### config.mk
export PLATFORM = sky130hd
export DESIGN_NAME = stage_w
export DESIGN_NICKNAME = d
export VERILOG_FILES = /design/src/rtl/stage_w.sv
export SDC_FILE = /design/constraint.sdc
export NUM_CORES = 1
export LEC_CHECK = 0
export ABC_AREA = 1
export CORE_MARGIN = 3
export CORE_UTILIZATION = 45
export DETAILED_ROUTE_END_ITERATION = 16
export HOLD_SLACK_MARGIN = 0.08
export PLACE_DENSITY = 0.75
export SLEW_MARGIN = 10
export SYNTH_ARGS = -nofsm -noshare
export SYNTH_HDL_FRONTEND = slang
export SYNTH_SLANG_ARGS = --single-unit
### constraint.sdc
create_clock -name clk -period 2.01 [get_ports clk]
set_input_delay 0.201 -clock clk [delete_from_list [all_inputs] [get_ports clk]]
set_output_delay 0.201 -clock clk [all_outputs]
set_load 0.1 [all_outputs]
### src/rtl/stage_w.sv
`default_nettype none
// ============================================================================
// Module   : stage_w
// Purpose  : Writeback stage of the combined RISC-V/ARM 5-stage pipeline.
//            Registers the M->W bundle, formats load data, selects the
//            register-file write value and holds it steady across stalls.
//            Also qualifies the forwarding/PC-write strobes and counts
//            retired instructions.
// Revision : 1.0 - initial release
// ============================================================================
module stage_w #(
  parameter int CNT_W   = 64,
  parameter int HAS_RV  = 1,
  parameter int HAS_ARM = 1
) (
  input  logic             clk,
  input  logic             rst,          // asynchronous, active low
  input  logic             StallW,
  input  logic             FlushW,
  input  logic             ValidM,
  input  logic [31:0]      ALUResultM,
  input  logic [31:0]      PCPlus4M,
  input  logic [4:0]       RdM,
  input  logic             RegWriteM,
  input  logic [1:0]       ResultSrcM,
  input  logic [2:0]       LoadTypeM,
  input  logic             PCSrcM,
  input  logic             armM,
  input  logic [31:0]      ReadDataW,
  output logic [31:0]      ResultW,
  output logic [4:0]       RdW,
  output logic             RegWriteW,
  output logic             PCSrcW,
  output logic             armW,
  output logic             ValidW,
  output logic [CNT_W-1:0] InstRetW
);

  // Without RISC-V support every instruction is ARM, so the ISA flag
  // resets to 1 and stays there.
  localparam logic c_ARM_RST = (HAS_RV == 0);

  localparam logic [1:0] c_SRC_ALU  = 2'b00;
  localparam logic [1:0] c_SRC_LOAD = 2'b01;
  localparam logic [1:0] c_SRC_LINK = 2'b10;

  localparam logic [2:0] c_LT_LB  = 3'b000;
  localparam logic [2:0] c_LT_LH  = 3'b001;
  localparam logic [2:0] c_LT_LW  = 3'b010;
  localparam logic [2:0] c_LT_LBU = 3'b100;
  localparam logic [2:0] c_LT_LHU = 3'b101;

  // W pipeline registers
  logic             valid_q,      valid_d;
  logic [31:0]      alu_q,        alu_d;
  logic [31:0]      pc4_q,        pc4_d;
  logic [4:0]       rd_q,         rd_d;
  logic             regwrite_q,   regwrite_d;
  logic [1:0]       src_q,        src_d;
  logic [2:0]       lt_q,         lt_d;
  logic             pcsrc_q,      pcsrc_d;
  logic             arm_q,        arm_d;
  // stall hold register for load results
  logic             hold_valid_q, hold_valid_d;
  logic [31:0]      hold_data_q,  hold_data_d;
  // retired-instruction counter
  logic [CNT_W-1:0] instret_q,    instret_d;

  logic [2:0]       w_lt_eff;
  logic [31:0]      w_link;
  logic             w_arm_in;
  logic             w_pcsrc_en;
  logic [7:0]       w_byte;
  logic [15:0]      w_half;
  logic [31:0]      w_load_fmt;
  logic             w_retire;

  // ISA-dependent datapath options resolved at elaboration time
  generate
    if (HAS_RV != 0) begin : g_rv
      assign w_lt_eff = lt_q;
      assign w_link   = pc4_q;
      assign w_arm_in = armM;
    end else begin : g_no_rv
      assign w_lt_eff = c_LT_LW;
      assign w_link   = alu_q;
      assign w_arm_in = 1'b1;
    end

    if (HAS_ARM != 0) begin : g_arm
      assign w_pcsrc_en = 1'b1;
    end else begin : g_no_arm
      assign w_pcsrc_en = 1'b0;
    end
  endgenerate

  // Sub-word lane extraction and sign/zero extension of the RAM word
  always_comb begin
    w_byte     = 8'h00;
    w_half     = alu_q[1] ? ReadDataW[31:16] : ReadDataW[15:0];
    w_load_fmt = ReadDataW;
    case (alu_q[1:0])
      2'd0:    w_byte = ReadDataW[7:0];
      2'd1:    w_byte = ReadDataW[15:8];
      2'd2:    w_byte = ReadDataW[23:16];
      default: w_byte = ReadDataW[31:24];
    endcase
    case (w_lt_eff)
      c_LT_LB:  w_load_fmt = {{24{w_byte[7]}}, w_byte};
      c_LT_LBU: w_load_fmt = {24'h000000, w_byte};
      c_LT_LH:  w_load_fmt = {{16{w_half[15]}}, w_half};
      c_LT_LHU: w_load_fmt = {16'h0000, w_half};
      default:  w_load_fmt = ReadDataW;
    endcase
  end

  // Result select; a held load value replaces the live RAM data in a stall
  always_comb begin
    ResultW = alu_q;
    case (src_q)
      c_SRC_ALU:  ResultW = alu_q;
      c_SRC_LOAD: ResultW = hold_valid_q ? hold_data_q : w_load_fmt;
      c_SRC_LINK: ResultW = w_link;
      default:    ResultW = alu_q;
    endcase
  end

  assign w_retire = valid_q & ~StallW & ~FlushW;

  // Next-state: flush beats stall beats capture; load value frozen on stall entry
  always_comb begin
    valid_d      = valid_q;
    alu_d        = alu_q;
    pc4_d        = pc4_q;
    rd_d         = rd_q;
    regwrite_d   = regwrite_q;
    src_d        = src_q;
    lt_d         = lt_q;
    pcsrc_d      = pcsrc_q;
    arm_d        = arm_q;
    hold_valid_d = hold_valid_q;
    hold_data_d  = hold_data_q;
    instret_d    = instret_q + {{(CNT_W-1){1'b0}}, w_retire};
    if (FlushW) begin
      valid_d      = 1'b0;
      regwrite_d   = 1'b0;
      pcsrc_d      = 1'b0;
      hold_valid_d = 1'b0;
    end else if (StallW) begin
      if (valid_q && (src_q == c_SRC_LOAD) && !hold_valid_q) begin
        hold_data_d  = w_load_fmt;
        hold_valid_d = 1'b1;
      end
    end else begin
      valid_d      = ValidM;
      alu_d        = ALUResultM;
      pc4_d        = PCPlus4M;
      rd_d         = RdM;
      regwrite_d   = RegWriteM;
      src_d        = ResultSrcM;
      lt_d         = LoadTypeM;
      pcsrc_d      = PCSrcM;
      arm_d        = w_arm_in;
      hold_valid_d = 1'b0;
    end
  end

  // State registers with asynchronous clear
  always_ff @(posedge clk or negedge rst) begin
    if (!rst) begin
      valid_q      <= 1'b0;
      alu_q        <= 32'h0;
      pc4_q        <= 32'h0;
      rd_q         <= 5'd0;
      regwrite_q   <= 1'b0;
      src_q        <= 2'b00;
      lt_q         <= 3'b000;
      pcsrc_q      <= 1'b0;
      arm_q        <= c_ARM_RST;
      hold_valid_q <= 1'b0;
      hold_data_q  <= 32'h0;
      instret_q    <= '0;
    end else begin
      valid_q      <= valid_d;
      alu_q        <= alu_d;
      pc4_q        <= pc4_d;
      rd_q         <= rd_d;
      regwrite_q   <= regwrite_d;
      src_q        <= src_d;
      lt_q         <= lt_d;
      pcsrc_q      <= pcsrc_d;
      arm_q        <= arm_d;
      hold_valid_q <= hold_valid_d;
      hold_data_q  <= hold_data_d;
      instret_q    <= instret_d;
    end
  end

  // RISC-V x0 is hard-wired zero, so such writes are dropped here
  assign RegWriteW = valid_q & regwrite_q & ~(~arm_q & (rd_q == 5'd0));
  assign PCSrcW    = valid_q & pcsrc_q & arm_q & w_pcsrc_en;
  assign RdW       = rd_q;
  assign armW      = arm_q;
  assign ValidW    = valid_q;
  assign InstRetW  = instret_q;

endmodule
`default_nettype wire

==> results list <==
- Leading register cell type out of synthesis: dfrtp_1
* Die width: 153 um
- Number of cells on the worst reg-to-reg path: 11
* Distinct cell type count of the synthesized netlist: 37
* Highest-delay cell along the critical path: dfrtp_2
- The share of synthesized area in the top cell type comes to 0.448.
* Clock Tree Root: clkbuf_16
- The path class of the tightest hold or removal check is primary input to asynchronous set/reset pin.
- Critical path endpoint: ResultW[23]
- The number of global-route vias before repair is 10200.
- Global routing finished with a remaining overflow of 0.
- Number of standard-cell rows in the floorplan: 53
* Period utilization: 1.19
- For this run, the top clock speed supported by timing is 0.418 GHz.
* Data arrival time of the critical path: 2190 ps
* RSZ-0062 raised after global routing: true
- For this design the ratio of total power to cell area is 958 nW/um^2.
- Total inserted antenna cells: 0
- Post-DP HPWL: 26500 um
* Count of final max-slew check failures: 0
* Initial core utilization: 0.462
- Non-filler instance count after layout: 1942
* Sequential cell area fraction in the yosys report: 0.448
* Wire length of the first global-routing pass: 55300 um
* Area delta synth->final: 48.2%
* Total CTS buffers: 17
- Once placement completed, the tool counted placed cells totaling 1894.
- The checks that failed: negative setup slack.
- Routed WL: 34800 um
- Port buffer count: 218
* Number of synthesized register bits: 175
- Setup violations remaining at the end of the flow were counted as 32.
- Fill cells in the final layout number 1755.
* Chip height: 153 um
* Worst-path clk slew: 70 ps
* Terminus of the critical flop-to-flop path: InstRetW[59]
* Critical path peak fanout: 7
* Drt initial violations: 726
- In this run the standard cell core region covers 21200 um^2.
- Clock latency on the worst-skew pair, taken at its later pin, is 440 ps.
- Summed over all cells, the static leakage comes to 7.02 nW.
* Initial antenna violation count: 0
* H-tree levels: 4
- Counting along the longest clock path gives a buffer depth of 2.
- Num Clock Sinks: 175
- Via count: 10100
- Placed Instance Area: 13400 um^2
- Data required time at the worst endpoint: 1810 ps
- Vias/cell: 5.20
* Largest net degree at the start of global routing: 88
- Die area: 23500 um^2
* Post-Synthesis Cells: 1356
* Post-synthesis average cell area: 7.21 um^2
- Pin slew with the least headroom to its limit: 919 ps
- The cell area that synthesis handed to floorplanning was 9770 um^2.
* Run status: finished with violations
- For this run, the post-layout net count is 1772.
- The worst setup path is captured at a primary output.
* Count of flip-flops with a built-in enable after synthesis: 0
- GRT Util Overall: 0.297
* Share of synthesized registers carrying an async set or reset: 1.00
* Area of all placed cells without fillers: 14500 um^2
* Number of ports placed on the die boundary: 219
- At the placement stage, the worst setup path has a slack of -392 ps.
- DR DRC count: 0
- The pre-antenna-repair detailed-routing pass consisted of 5 iterations.
- Final Hold Vio Count: 0
* CTS tree: done
* Number of routed nets with antenna violations: 0
* Final critical delay including setup and external delays: 2390 ps
* Worst reg2reg path startpoint: ValidW
- Average routed wire per standard cell: 17.9 um
* Dominant cells by area after synthesis: dfrtp_1, nand2_1, nor2_1, xor2_1, inv_1
- On the worst path, the slowest cell contributes a delay of 500 ps.
- Top cells by instance count after synthesis: nand2_1, dfrtp_1, nor2_1
* Final Wtd Congestion: 1.02
- Worst slack on hold paths: 263 ps
- Share of final-layout standard cells stronger than drive strength 1: 0.267
- Max-cap violations in this run came to 0.
* Number of warnings reported in the yosys synthesis log: 0
- STA classifies the critical path startpoint as a register.
* Cell type with the highest aggregate area in the netlist: dfrtp_1
- CP Launch Point: alu_q[1]
* Kind of critical path: register to primary output
- The most numerous cell type found on the critical path is nand2_2.
* Worst setup skew after layout: 14.0 ps
- In this run the tightest slew margin relative to its limit is 0.388.
- Post-route worst setup slack: -383 ps
- Largest voltage drop on the vdd net: 0.000808 V
* Cell chain of the critical path: nor2_4 > nand2_1 > nand3_4 > nand3_4 > nand2_8 > buf_12 > nand2_2 > nand2_2 > nand2_2 > a21oi_4 > buf_12
- The worst register-to-register path has a setup slack of 110 ps.
- When the netlist entered floorplanning its net count stood at 1474.
- By instance count, the leading cell after synthesis is nand2_1.
layer usage:
metal,routed length [um],up-vias,GRT usage,share of wire
met1,15500,4854,0.409,0.45
li1,-,4845,-,-
met2,16500,353,0.487,0.47
met5,0,-,0,0
met3,2040,53,0.0521,0.059
met4,745,0,0.0799,0.021
what timing repair did:
action,CTS,global route
hold endpoints to repair,43,0
hold buffers,1,0
resized for setup,96,11
setup endpoints to repair,32,48
setup buffers,11,3
gates cloned,1,0
pin swaps,36,14
how the worst min path moves through the flow:
| stage | end | slack, ps |
|---|---|---|
| final | lt_q[1] | 260 |
| after floorplan | InstRetW[0] | -90 |
| after global placement | lt_q[1] | 170 |
| after CTS | lt_q[1] | 280 |
| after detailed placement | lt_q[1] | 170 |
| after global routing | alu_q[5] | 300 |
cell usage in the layout, fill, tap and decap left out, types with 4 or more instances in the layout:
master	n
inv_1	91
nand4_1	10
nand3_1	46
dfrtp_1	144
o21ai_2	5
o21ai_0	41
nand2_1	452
nand2_2	65
nand2_4	15
a21oi_4	32
or2_2	8
inv_8	4
buf_4	171
clkbuf_16	17
inv_6	6
nor3_1	34
buf_12	41
nor2_1	163
dfrtp_2	30
o21ai_1	16
nor2_2	6
nand3_2	6
xnor2_1	14
xor2_1	43
inv_2	7
nand3_4	4
a21oi_1	47
clkdlybuf4s50_1	112
nor2_4	7
cells by family after synthesis:
| logic type | after synthesis | synth area share |
|---|---|---|
| adders and majority gates | 4 | 0.00512 |
| DFF | 175 | 0.448 |
| buffers and inverters | 153 | 0.0732 |
| AOI/OAI and AO/OA | 143 | 0.0777 |
| xor gates and xnor gates | 57 | 0.0511 |
| and+or+nand+nor | 824 | 0.345 |
area by class of cell:
| cell class | count | area, um^2 | share of cell area |
|---|---|---|---|
| multi-input cells | 1029 | 5430 | 0.375 |
| flip-flops and latches | 175 | 4420 | 0.305 |
| well taps | 275 | 344 | 0.0238 |
| clock inverters | 14 | 194 | 0.0134 |
| clock buffers | 18 | 429 | 0.0296 |
| repair buffers | 328 | 3270 | 0.226 |
| inverters | 103 | 404 | 0.0279 |
per-stage QoR:
| step | utilization | total power (W) | setup TNS, ps |
|---|---|---|---|
| 5_1_grt | 0.685 | 0.0144 | -13810 |
| 3_3_place_gp | 0.635 | 0.00997 | -13760 |
| 6_report | 0.685 | 0.0139 | -10320 |
| 4_1_cts | 0.682 | 0.0139 | -10210 |
| 2_1_floorplan | - | 0.00792 | -853 |
| 3_5_place_dp | 0.635 | 0.0100 | -15260 |
worst max-delay path: cells and delay by family (launching register included):
kind                   cells  cell delay [ps]
AND/OR/NAND/NOR            8              770
flip-flops                 1              500
buffers and inverters      2              320
AO/OA/AOI/OAI              1              160
where the power goes:
group	total [W]	internal (W)	switching (W)
Combinational	0.00608	0.00213	0.00394
Clock	0.00359	0.00201	0.00158
Sequential	0.00422	0.00394	0.000275
Total	0.0139	0.00809	0.00579
flip-flops by register name, indices dropped and copies added (netlist names):
signal	flops
src_q	2
hold_valid_q	1
pcsrc_q	1
hold_data_q	32
RdW	5
armW	1
alu_q	32
regwrite_q	1
pc4_q	32
ValidW	1
InstRetW	64
lt_q	3
Power figures use the tool's default switching activity.
